$ cat config.mk
export PLATFORM = sky130hd
export DESIGN_NAME = conv3d_window_gen
export DESIGN_NICKNAME = d
export VERILOG_FILES = /design/src/rtl/conv3d_pkg.sv /design/src/rtl/conv_delay_line.sv /design/src/rtl/conv3d_window_gen.sv
export SDC_FILE = /design/constraint.sdc
export NUM_CORES = 1
export LEC_CHECK = 0
export CAP_MARGIN = 40
export CORE_AREA = 2 2 359 219
export CTS_CLUSTER_SIZE = 30
export DETAILED_ROUTE_END_ITERATION = 10
export DIE_AREA = 0 0 361 221
export PLACE_DENSITY = 0.78
export SYNTH_ARGS = -nofsm -noshare
export SYNTH_HDL_FRONTEND = slang
export SYNTH_SLANG_ARGS = --single-unit
export TNS_END_PERCENT = 10
$ cat constraint.sdc
create_clock -name clk -period 38.4 [get_ports clk]
set_input_delay 5.76 -clock clk [delete_from_list [all_inputs] [get_ports clk]]
set_output_delay 5.76 -clock clk [all_outputs]
set_load 0.005 [all_outputs]
$ cat src/rtl/conv3d_pkg.sv
// conv3d_pkg: shared types and geometry helpers for the 3D window generator.
//   - state_e           : window generator FSM states (IDLE, RUN)
//   - *_coord_t         : coordinate types for the default 8x8x8 volume
//   - tap_age()         : delay-line age of window element [l][h][w]
//   - line_depth()      : delay-line depth D for a given geometry
//   - LINE_DEPTH_DEF    : D for the default geometry
package conv3d_pkg;

    localparam int KERN_L_DEF = 3;
    localparam int KERN_H_DEF = 3;
    localparam int KERN_W_DEF = 3;
    localparam int FM_L_DEF   = 8;
    localparam int FM_H_DEF   = 8;
    localparam int FM_W_DEF   = 8;

    typedef enum logic {IDLE = 1'b0, RUN = 1'b1} state_e;

    typedef logic [$clog2(FM_W_DEF)-1:0] x_coord_t;
    typedef logic [$clog2(FM_H_DEF)-1:0] y_coord_t;
    typedef logic [$clog2(FM_L_DEF)-1:0] z_coord_t;

    // Element [l][h][w] was accepted this many beats before the newest voxel.
    function automatic int tap_age(input int l, input int h, input int w,
                                   input int kern_l, input int kern_h, input int kern_w,
                                   input int fm_h, input int fm_w);
        return (kern_l - 1 - l) * fm_h * fm_w + (kern_h - 1 - h) * fm_w + (kern_w - 1 - w);
    endfunction

    function automatic int line_depth(input int kern_l, input int kern_h, input int kern_w,
                                      input int fm_h, input int fm_w);
        return (kern_l - 1) * fm_h * fm_w + (kern_h - 1) * fm_w + kern_w;
    endfunction

    localparam int LINE_DEPTH_DEF = line_depth(KERN_L_DEF, KERN_H_DEF, KERN_W_DEF,
                                               FM_H_DEF, FM_W_DEF);

endpackage

$ cat src/rtl/conv_delay_line.sv
// conv_delay_line: enable-gated shift register exposing every stage.
//   clk  : clock, rising edge
//   en   : shift when high
//   din  : word entering stage 0
//   taps : all stages, taps[k] holds the word accepted k shifts ago
// Storage is intentionally not reset; consumers qualify it with their own state.
module conv_delay_line #(
    parameter int DEPTH = 4,
    parameter int WIDTH = 8
) (
    input  logic                         clk,
    input  logic                         en,
    input  logic [WIDTH-1:0]             din,
    output logic [DEPTH-1:0][WIDTH-1:0]  taps
);

    logic [DEPTH-1:0][WIDTH-1:0] stage_q, stage_d;

    always_comb begin
        stage_d = stage_q;
        if (en) begin
            stage_d[0] = din;
            for (int i = 1; i < DEPTH; i++) begin
                stage_d[i] = stage_q[i-1];
            end
        end
    end

    always_ff @(posedge clk) begin
        stage_q <= stage_d;
    end

    assign taps = stage_q;

endmodule

$ cat src/rtl/conv3d_window_gen.sv
// conv3d_window_gen: streaming KERN_L x KERN_H x KERN_W window generator
// (valid convolution, stride 1) over a raster-ordered FM_L x FM_H x FM_W volume.
//   clk, reset_n          : clock / async active-low reset
//   fin_start, din_vld    : input framing (fin_start qualified by din_vld)
//   din                   : signed voxel
//   fout_start, dout_vld  : output framing, one cycle per window
//   dout                  : registered window, holds while dout_vld=0
//   frame_err             : sticky framing error, only with CONV3D_WIN_FRAME_CHK_EN
module conv3d_window_gen
    import conv3d_pkg::*;
#(
    parameter int DIN_WIDTH = 8,
    parameter int KERN_H    = 3,
    parameter int KERN_W    = 3,
    parameter int KERN_L    = 3,
    parameter int FM_H      = 8,
    parameter int FM_W      = 8,
    parameter int FM_L      = 8
) (
    input  logic                                                     clk,
    input  logic                                                     reset_n,
    input  logic                                                     fin_start,
    input  logic                                                     din_vld,
    input  logic signed [DIN_WIDTH-1:0]                              din,
    output logic                                                     fout_start,
    output logic                                                     dout_vld,
    output logic signed [KERN_L-1:0][KERN_H-1:0][KERN_W-1:0][DIN_WIDTH-1:0] dout
`ifdef CONV3D_WIN_FRAME_CHK_EN
    ,
    output logic                                                     frame_err
`endif
);

    localparam int D  = line_depth(KERN_L, KERN_H, KERN_W, FM_H, FM_W);
    localparam int XW = $clog2(FM_W);
    localparam int YW = $clog2(FM_H);
    localparam int ZW = $clog2(FM_L);

    localparam logic [XW-1:0] X_LAST = XW'(FM_W - 1);
    localparam logic [YW-1:0] Y_LAST = YW'(FM_H - 1);
    localparam logic [ZW-1:0] Z_LAST = ZW'(FM_L - 1);
    localparam logic [XW-1:0] X_MIN  = XW'(KERN_W - 1);
    localparam logic [YW-1:0] Y_MIN  = YW'(KERN_H - 1);
    localparam logic [ZW-1:0] Z_MIN  = ZW'(KERN_L - 1);

    typedef logic [KERN_L-1:0][KERN_H-1:0][KERN_W-1:0][DIN_WIDTH-1:0] win_t;

    state_e          state_q, state_d;
    logic [XW-1:0]   x_q, x_d, cx;
    logic [YW-1:0]   y_q, y_d, cy;
    logic [ZW-1:0]   z_q, z_d, cz;
    logic            first_seen_q, first_seen_d, seen_cur;
    logic            win_pend_q, win_pend_d;
    logic            first_pend_q, first_pend_d;
    logic            dout_vld_q, fout_start_q;
    win_t            dout_q, dout_d, tap_win;
    logic            accept, restart, last_vox, complete;

    logic [D-1:0][DIN_WIDTH-1:0] taps;
    logic                        unused_taps;

    conv_delay_line #(.DEPTH(D), .WIDTH(DIN_WIDTH)) u_line (
        .clk  (clk),
        .en   (accept),
        .din  (din),
        .taps (taps)
    );

    for (genvar l = 0; l < KERN_L; l++) begin : g_l
        for (genvar h = 0; h < KERN_H; h++) begin : g_h
            for (genvar w = 0; w < KERN_W; w++) begin : g_w
                localparam int AGE = tap_age(l, h, w, KERN_L, KERN_H, KERN_W, FM_H, FM_W);
                assign tap_win[l][h][w] = taps[AGE];
            end
        end
    end

    // Most stages are pure delay and never tapped.
    assign unused_taps = ^taps;

    // FSM: state register
    always_ff @(posedge clk or negedge reset_n) begin
        if (!reset_n) state_q <= IDLE;
        else          state_q <= state_d;
    end

    // FSM: next state
    always_comb begin
        state_d = state_q;
        case (state_q)
            IDLE: if (accept) state_d = last_vox ? IDLE : RUN;
            RUN:  if (accept && last_vox) state_d = IDLE;
            default: state_d = IDLE;
        endcase
    end

    // FSM: outputs. A fin_start beat pins the voxel to (0,0,0) in either state.
    always_comb begin
        restart = din_vld & fin_start;
        accept  = din_vld & (fin_start | (state_q == RUN));
    end

    // Coordinates of the current beat and window bookkeeping.
    always_comb begin
        cx       = restart ? '0 : x_q;
        cy       = restart ? '0 : y_q;
        cz       = restart ? '0 : z_q;
        seen_cur = restart ? 1'b0 : first_seen_q;
        last_vox = (cx == X_LAST) && (cy == Y_LAST) && (cz == Z_LAST);
        complete = accept && (cx >= X_MIN) && (cy >= Y_MIN) && (cz >= Z_MIN);

        x_d          = x_q;
        y_d          = y_q;
        z_d          = z_q;
        first_seen_d = first_seen_q;
        if (accept) begin
            x_d          = cx + XW'(1);
            y_d          = cy;
            z_d          = cz;
            first_seen_d = seen_cur | complete;
            if (cx == X_LAST) begin
                x_d = '0;
                y_d = cy + YW'(1);
                if (cy == Y_LAST) begin
                    y_d = '0;
                    z_d = (cz == Z_LAST) ? '0 : cz + ZW'(1);
                end
            end
        end

        win_pend_d   = complete;
        first_pend_d = complete & ~seen_cur;

        // The completing voxel is in stage 0 one edge later, so the window is
        // captured from the delay line on the cycle after acceptance.
        dout_d = win_pend_q ? tap_win : dout_q;
    end

    always_ff @(posedge clk or negedge reset_n) begin
        if (!reset_n) begin
            x_q          <= '0;
            y_q          <= '0;
            z_q          <= '0;
            first_seen_q <= 1'b0;
            win_pend_q   <= 1'b0;
            first_pend_q <= 1'b0;
            dout_vld_q   <= 1'b0;
            fout_start_q <= 1'b0;
            dout_q       <= '0;
        end else begin
            x_q          <= x_d;
            y_q          <= y_d;
            z_q          <= z_d;
            first_seen_q <= first_seen_d;
            win_pend_q   <= win_pend_d;
            first_pend_q <= first_pend_d;
            dout_vld_q   <= win_pend_q;
            fout_start_q <= first_pend_q;
            dout_q       <= dout_d;
        end
    end

    assign dout_vld   = dout_vld_q;
    assign fout_start = fout_start_q;
    assign dout       = dout_q;

`ifdef CONV3D_WIN_FRAME_CHK_EN
    logic frame_err_q, frame_err_d;

    always_comb begin
        frame_err_d = frame_err_q
                    | (din_vld & ~fin_start & (state_q == IDLE))
                    | (restart & (state_q == RUN) & ((x_q != '0) | (y_q != '0) | (z_q != '0)));
    end

    always_ff @(posedge clk or negedge reset_n) begin
        if (!reset_n) frame_err_q <= 1'b0;
        else          frame_err_q <= frame_err_d;
    end

    assign frame_err = frame_err_q;
`endif

endmodule

After elaboration in Yosys (flattened, before gate mapping) --
Index checks and enable logic that the tools add are counted.
Storage, ports and cells: word-level logic and storage cells 219, bits of input ports 12, output and inout port bits 218, flip-flop bits (word level) 1407
Operators by class: multiplexer cells 14, add/sub/neg operators 3, equal/unequal tests 3, bitwise gates (word level) 7, $lt $le $gt $ge 3, reductions and logical operators 6
Operator list (count):
- $mux W3 | 9
- $add A3 B1 Y3 const B | 3
- $eq A3 B3 Y1 const B | 3
- $ge A3 B2 Y1 const B | 3
- $logic_and A1 B1 Y1 | 6
- $mux W1 | 4
- $and A1 B1 Y1 | 3
- $not A1 Y1 | 2
- $or A1 B1 Y1 | 2
- $pmux W1 S2 | 1

Longest topological paths before layout --
Gate-level depths: netlist of the first run.
word-level depth 8, depth in mapped cells 9, gate-level depth less buffers 8

Cells and area by module --
From an unflattened synthesis of the first run, not the netlist that was laid out.
Second synthesis, totals: cell total of the unflattened synthesis 1706, area total of the unflattened synthesis 44695.4 µm²
Modules (own cells, without submodules):
- conv_delay_line | area an instance 35313.9 µm², instances 1, cells each 1176, sequential area each 35313.9 µm²
- conv3d_window_gen | area an instance 9381.5 µm², instances 1, cells each 530, sequential area each 5780.5 µm²

Worst setup path after synthesis of the first run --
OpenSTA, ideal clock, no wires.
path type input -> register, start point in fin_start, end point reg x_q[2], required time 38.216 ns, cell stages on the path 2, path buffers 0, arrival 34.946 ns, library setup time 0.184 ns, slack 3.270 ns, path through o21a_1 > mux2_2
Between the ends: longest elaborated chain between the ends 4, elaborated cells between the ends (all ways) 7, classes of those cells add/sub: 1; eq/ne: 1; mux: 2; bitwise: 3
Ends and longest elaborated chain:
- from (decl) | RTL line conv3d_window_gen.sv:22 | input logic fin_start,
- $and A1 B1 Y1 | RTL line conv3d_window_gen.sv:99 | restart = din_vld & fin_start;
- $mux W3 | RTL line conv3d_window_gen.sv:105 | cx = restart ? '0 : x_q;
- $add A3 B1 Y3 / $eq A3 B3 Y1 (equally long branches) | RTL line conv3d_window_gen.sv:117, conv3d_window_gen.sv:121
- $mux W3 | RTL line conv3d_window_gen.sv:121 | if (cx == X_LAST) begin
- to (signal assigned) | RTL line conv3d_window_gen.sv:141 | x_q <= '0;
- to (signal assigned) | RTL line conv3d_window_gen.sv:151 | x_q <= x_d;
- to (decl) | RTL line conv3d_window_gen.sv:49 | logic [XW-1:0] x_q, x_d, cx;
Several ways; a longest one is shown, not always the timed one. A chain may end at the register's enable or synchronous reset.

Final worst setup path of the first run --
start point in fin_start, end point reg u_line.stage_q, in the netlist u_line.taps[864] (enable)
Between the ends: longest elaborated chain between the ends 2
Ends and longest elaborated chain:
- $or A1 B1 Y1 | RTL line conv3d_window_gen.sv:100 | accept = din_vld & (fin_start | (state_q == RUN));
- $and A1 B1 Y1 | RTL line conv3d_window_gen.sv:100
- via accept | RTL line conv3d_window_gen.sv:57 | logic accept, restart, last_vox, complete;
- to (signal assigned) | RTL line conv_delay_line.sv:30 | stage_q <= stage_d;
- to (decl) | RTL line conv_delay_line.sv:17 | logic [DEPTH-1:0][WIDTH-1:0] stage_q, stage_d;
The timed path passes the listed nets, and every way through them passes these cells.

==> flow_metrics.py, run 1 <==
metrics = {
    "run_status": {
        "status": "complete, no violations",
    },
    "route": {
        "first_pass_iters": 8,
        "avgViaCountPerCell": 5.322,
        "detail-route-antenna-nets": 0,
        "wl_met3_um": 3540,
        "via_count": 16720,
        "wl_met1_um": 31340,
        "first_iter_violations": 1635,
        "wl_per_cell_um": 21.37,
        "wl_um": 67130,
        "drc": 0,
        "wl_met2_um": 31110,
        "dr.max_layer_used": "met4",
    },
    "worst_setup_path": {
        "critPathMaxStageDelay_ps": 860,
        "cp_max_fo": 227,
        "crit_chain": "clkdlybuf4s50_1 > o21a_4 > buf_12 > buf_4 > buf_16",
        "cp-start-kind": "input pin",
        "critPathKind": "in2reg",
        "crit_family": "buffers and inverters",
        "end_kind": "register",
        "critPathBufInv": 4,
        "critical_path_required_ps": 38720,
        "cpMaxStageDelayCell": "buf_12",
        "cp.arrival_ps": 8780,
    },
    "finish": {
        "stdcell_count": 3142,
        "area_growth_syn_to_layout_pct": 16.03,
        "diodes": 0,
        "seqCellArea_sq_mm": 0.04110,
        "fin_nets": 2057,
        "final_cell_mix": "edfxtp_1 (1176), dfrtp_1 (230), clkdlybuf4s50_1 (228), mux2_4 (140), clkbuf_16 (111)",
        "final_common_cell": "edfxtp_1",
        "final_cell_area_sq_mm": 0.05186,
        "nFillCells": 4413,
        "postLayoutCoreUtil": 0.6770,
        "multi_input_area_sq_mm": 0.003351,
        "drive_above_1_share": 0.1883,
    },
    "yosys": {
        "synth.distinct_cells": 27,
        "synth_top_flop_cell": "edfxtp_1",
        "netlist_instances": 1706,
        "synth-async-reset-ratio": 0.1642,
        "syn_area_sq_mm": 0.04470,
        "synth_edf_count": 1176,
        "yosysWarningCount": 0,
        "synth_area_per_cell_sq_um": 26.20,
        "ys_ff_latch": 1407,
        "yosysSeqAreaShare": 0.9194,
        "synth_nets": 1725,
    },
    "timing": {
        "relSlewSlack": 0.2527,
        "max_freq_ghz": 0.1182,
        "finClkSkew_ps": 22.26,
        "rsz0062_at_grt": "no",
        "setup_viol": 0,
        "maxSlewViolCount": 0,
        "worst_slew_pin_slew_ps": 1121,
        "finalCritPeriodShare": 0.2204,
        "tns_ps": 0,
        "final.min_clock_period_ps": 8464,
        "hold_viol_final": 0,
    },
    "clocking": {
        "htree_levels": 3,
        "cts.sinks": 1407,
        "clk_pin_slew_worst_paths_ps": 70,
        "ctsHoldBuffers": 0,
        "post-cts-setup-buffer-count": 0,
        "cts_resized": 0,
        "clockRootBuffer": "clkbuf_16",
        "clock_path_buffers": 3,
        "cts_tree": "done",
        "cts_inserted_buffers": 109,
        "clock_latency_ps": 670,
    },
    "floorplanning": {
        "start_util": 0.5835,
        "die_h_um": 221,
        "fp-row-count": 79,
        "dieWidth_um": 361,
        "core_sq_mm": 0.07660,
        "die-area_sq_mm": 0.07978,
        "ios": 230,
    },
    "placed_design": {
        "placed_cell_area_sq_mm": 0.04835,
        "dp_hpwl_um": 33770,
        "io_buffers": 229,
        "dp_cells": 2939,
        "gp_congestion": 0.7799,
    },
    "power": {
        "peakVddDrop_uv": 34.37,
        "power_mw": 2.916,
        "pwr_density_cell_mw_per_mm2": 56.23,
        "power.static_leakage_nw": 18.88,
    },
    "global_route": {
        "grt_pass1_wl_um": 103000,
        "grt_antenna_before_repair": 1,
        "grt_pass1_vias": 16990,
        "overflow": 0,
        "grt_max_degree": 228,
        "grt_usage": 0.1685,
    },
    "hold_path": {
        "min_path_type": "reg2reg",
    },
    "run": {
        "maxCapViolCount": 0,
    },
}
==> worst register-to-register path, delay by kind of cell, from the launching register on <==
family / cells / cell delay, ps
buffers and inverters: 3 / 1720
flip-flops: 1 / 540
AO/OA/AOI/OAI: 1 / 640
==> final cells by class <==
type,instances,share of cell area
sequential,1407,0.7925
multi-input combinational,269,0.06461
clock buffer,152,0.05884
timing repair buffer,247,0.05042
tap,1012,0.02442
clock inverter,51,0.008951
inverter,4,0.0002895
==> metrics by stage <==
step	setup WS [ps]	hold slack [ps]
floorplan	3270	331.2
global placement	29160	344.8
detailed placement	29250	341.2
CTS	30040	355.2
global route	29740	368.6
finish	29940	350.3
==> registers in the layout, summed over array words and instances, names as in the netlist, named ones only <==
register / cells
u_line.taps: 1176
y_q: 3
z_q: 3
first_seen_q: 1
x_q: 3
first_pend_q: 1
fout_start: 1
dout_vld: 1
dout: 216
win_pend_q: 1
==> power breakdown <==
| part | switching (mW) | total, mW | internal, mW |
|---|---|---|---|
| Sequential | 0.0293 | 1.77 | 1.74 |
| Clock | 0.503 | 1.11 | 0.605 |
| Combinational | 0.0307 | 0.0361 | 0.00546 |
| Total | 0.563 | 2.92 | 2.35 |
==> cell families (layout without fill, tap and decap cells) <==
family,Yosys count,count (layout),share of synthesized area
buffers and inverters,30,454,0.005767
muxes,217,217,0.06643
AOI/OAI and AO/OA,21,21,0.003331
DFF,1407,1407,0.9194
adders and majority gates,7,7,0.001959
and+or+nand+nor,24,24,0.003080
==> routing by layer <==
layer  up-vias  track usage
li1       7370            -
met1      8785       0.2570
met2       473       0.2533
met3        93      0.03845
met4         0      0.03928
met5         -            0
==> synthesized netlist by cell type (4+ instances only) <==
| cell type | instances | share of area |
|---|---|---|
| buf_2 | 8 | 0.00090 |
| inv_1 | 4 | 0.00034 |
| mux2_4 | 140 | 0.047 |
| ha_1 | 7 | 0.0020 |
| a21oi_1 | 6 | 0.00067 |
| dfrtp_1 | 231 | 0.13 |
| and2_1 | 7 | 0.00098 |
| mux2_2 | 77 | 0.019 |
| nand2_1 | 5 | 0.00042 |
| o21ai_0 | 4 | 0.00045 |
| edfxtp_1 | 1176 | 0.79 |
| buf_6 | 18 | 0.0045 |
==> path summary, 6_finish.rpt <==
check	from	end	slack, ps	cells past startpoint
setup / recovery	fin_start	u_line.taps[864]	29940	5
hold / removal	first_pend_q	fout_start	350	0
setup reg to reg	register	u_line.taps[864]	35120	4
hold reg to reg	first_pend_q	fout_start	350	0
max in group asynchronous	reset_n	win_pend_q	31760	2
min in group asynchronous	reset_n	dout[135]	5150	1
(Power assumes the default switching activity.)
==> run 2, diff against run 1 <==
==> constraint.sdc (replaced) <==
create_clock -name clk -period 8.5 [get_ports clk]
set_input_delay 1.275 -clock clk [delete_from_list [all_inputs] [get_ports clk]]
set_output_delay 1.275 -clock clk [all_outputs]
set_load 0.005 [all_outputs]
==> flow_metrics.py, run 2 (synthesized netlist as in run 1, its figures left out) <==
metrics = {
    "run_status": {
        "status": "complete, no violations",
    },
    "timing": {
        "fin_ws_ps": 4696,
        "maxSlewViolCount": 0,
        "setup_viol": 0,
        "rsz0062_at_grt": "no",
        "finalCritPeriodShare": 0.4475,
        "worst_slew_pin_slew_ps": 1130,
        "relSlewSlack": 0.2466,
        "max_freq_ghz": 0.2629,
        "finClkSkew_ps": 51.29,
        "final.min_clock_period_ps": 3804,
        "hold_viol_final": 0,
        "tns_ps": 0,
    },
    "clocking": {
        "cts_resized": 0,
        "post-cts-setup-buffer-count": 0,
        "clock_latency_ps": 700,
        "htree_levels": 3,
        "clk_pin_slew_worst_paths_ps": 70,
        "ctsHoldBuffers": 0,
        "clockRootBuffer": "clkbuf_16",
        "cts_tree": "done",
        "cts_inserted_buffers": 111,
        "cts.sinks": 1407,
        "clock_path_buffers": 3,
    },
    "hold_path": {
        "worstHoldStart": "first_pend_q",
        "hold_end": "fout_start",
        "min_path_type": "reg2reg",
        "min_delay_path_depth": 0,
    },
    "worst_setup_path": {
        "critPathKind": "in2reg",
        "cp_max_fo": 203,
        "critPathMaxStageDelay_ps": 750,
        "cpMaxStageDelayCell": "buf_12",
        "critical_path_required_ps": 8810,
        "critPathBufInv": 3,
        "rrSetupSlack_ps": 5420,
        "crit_path_frequent_cell": "buf_12",
        "r2r-end": "u_line.taps[80]",
        "cp.arrival_ps": 4110,
        "cp-start-kind": "input pin",
        "reg2reg_depth": 3,
        "crit_family": "buffers and inverters",
        "end_kind": "register",
        "crit_chain": "clkdlybuf4s50_1 > o21a_4 > buf_12 > buf_12",
    },
    "power": {
        "p_int_mw": 11.00,
        "switching_share": 0.1952,
        "switching_power_mw": 2.668,
        "pwr-share-clk": 0.403,
        "pwr_density_cell_mw_per_mm2": 261.6,
        "pwr-share-seq": 0.586,
        "power.static_leakage_nw": 19.08,
        "comb_power_share": 0.012,
        "peakVddDrop_uv": 181.0,
    },
    "route": {
        "via_count": 16660,
        "drc": 0,
        "first_iter_violations": 1744,
        "wl_um": 68310,
        "first_pass_iters": 5,
        "detail-route-antenna-nets": 0,
        "avgViaCountPerCell": 5.293,
        "wl_per_cell_um": 21.70,
    },
    "finish": {
        "fin_nets": 2056,
        "final_cell_mix": "edfxtp_1 (1176), dfrtp_1 (230), clkdlybuf4s50_1 (228), mux2_4 (140), clkbuf_16 (113)",
        "postLayoutCoreUtil": 0.6821,
        "drive_above_1_share": 0.1994,
        "nFillCells": 4393,
        "seqCellArea_sq_mm": 0.04110,
        "multi_input_area_sq_mm": 0.003351,
        "largest_register_ffs": 1176,
        "area_growth_syn_to_layout_pct": 16.91,
        "final_common_cell": "edfxtp_1",
        "diodes": 0,
        "final_cell_area_sq_mm": 0.05226,
    },
    "floorplanning": {
        "dieWidth_um": 361,
        "die-area_sq_mm": 0.07978,
        "core_sq_mm": 0.07660,
        "die_h_um": 221,
        "start_util": 0.5835,
        "ios": 230,
        "fp-row-count": 79,
    },
    "global_route": {
        "grt_usage": 0.1722,
        "grt_antenna_before_repair": 2,
        "overflow": 0,
        "grt_max_degree": 209,
        "grt_pass1_vias": 17050,
        "grt_pass1_wl_um": 104600,
    },
    "placed_design": {
        "io_buffers": 229,
        "placed_cell_area_sq_mm": 0.04829,
        "gp_congestion": 0.8061,
        "dp_hpwl_um": 33060,
        "place_ws_ps": 4026,
    },
    "run": {
        "maxCapViolCount": 0,
    },
}
==> run 2: power groups by stage <==
stage / combinational (mW) / sequential, mW / clock (mW)
after floorplan: 0.0895 / 8.16 / 0
after global placement: 0.155 / 8.12 / 0
after detailed placement: 0.165 / 8.14 / 0
after CTS: 0.163 / 8.01 / 5.65
after global routing: 0.181 / 8.03 / 5.90
final: 0.159 / 8.00 / 5.51
==> run 2: worst register-to-register path: cells and delay by family, from the launching register on <==
| family | cells | cell delay (ps) |
|---|---|---|
| flops | 1 | 530 |
| compound gates | 1 | 550 |
| buf+inv | 2 | 1420 |
==> run 2: how the worst max path moves through the flow <==
stage               from               to  slack, ps  cells past startpoint
2_1_floorplan  fin_start           x_q[2]      -2280                      2
3_3_place_gp   fin_start   u_line.taps[1]       4150                      4
3_5_place_dp   fin_start   u_line.taps[9]       4030                      4
4_1_cts        fin_start  u_line.taps[33]       4790                      4
5_1_grt        fin_start  u_line.taps[34]       4540                      4
6_report       fin_start  u_line.taps[80]       4700                      4
==> run 2: per-layer routing <==
layer / part of all wire / track usage
met2: 0.46 / 0.2581
met5: 0 / 0
met4: 0.022 / 0.04940
met1: 0.46 / 0.2585
met3: 0.054 / 0.03990
==> run 2: per-stage QoR <==
step	instances	power, mW	hold WS, ps
2_1_floorplan	1706	8.249	331.2
6_report	3148	13.67	352.9
3_5_place_dp	2936	8.300	341.1
5_1_grt	3148	14.11	360.2
4_1_cts	3148	13.82	357.3
3_3_place_gp	2933	8.279	349.1
==> run 2: cell type report <==
class	instances	area share
multi-input combinational	269	0.06412
inverter	4	0.0002873
clock buffer	148	0.05998
timing repair buffer	244	0.04894
tap	1012	0.02423
sequential	1407	0.7865
clock inverter	64	0.01595
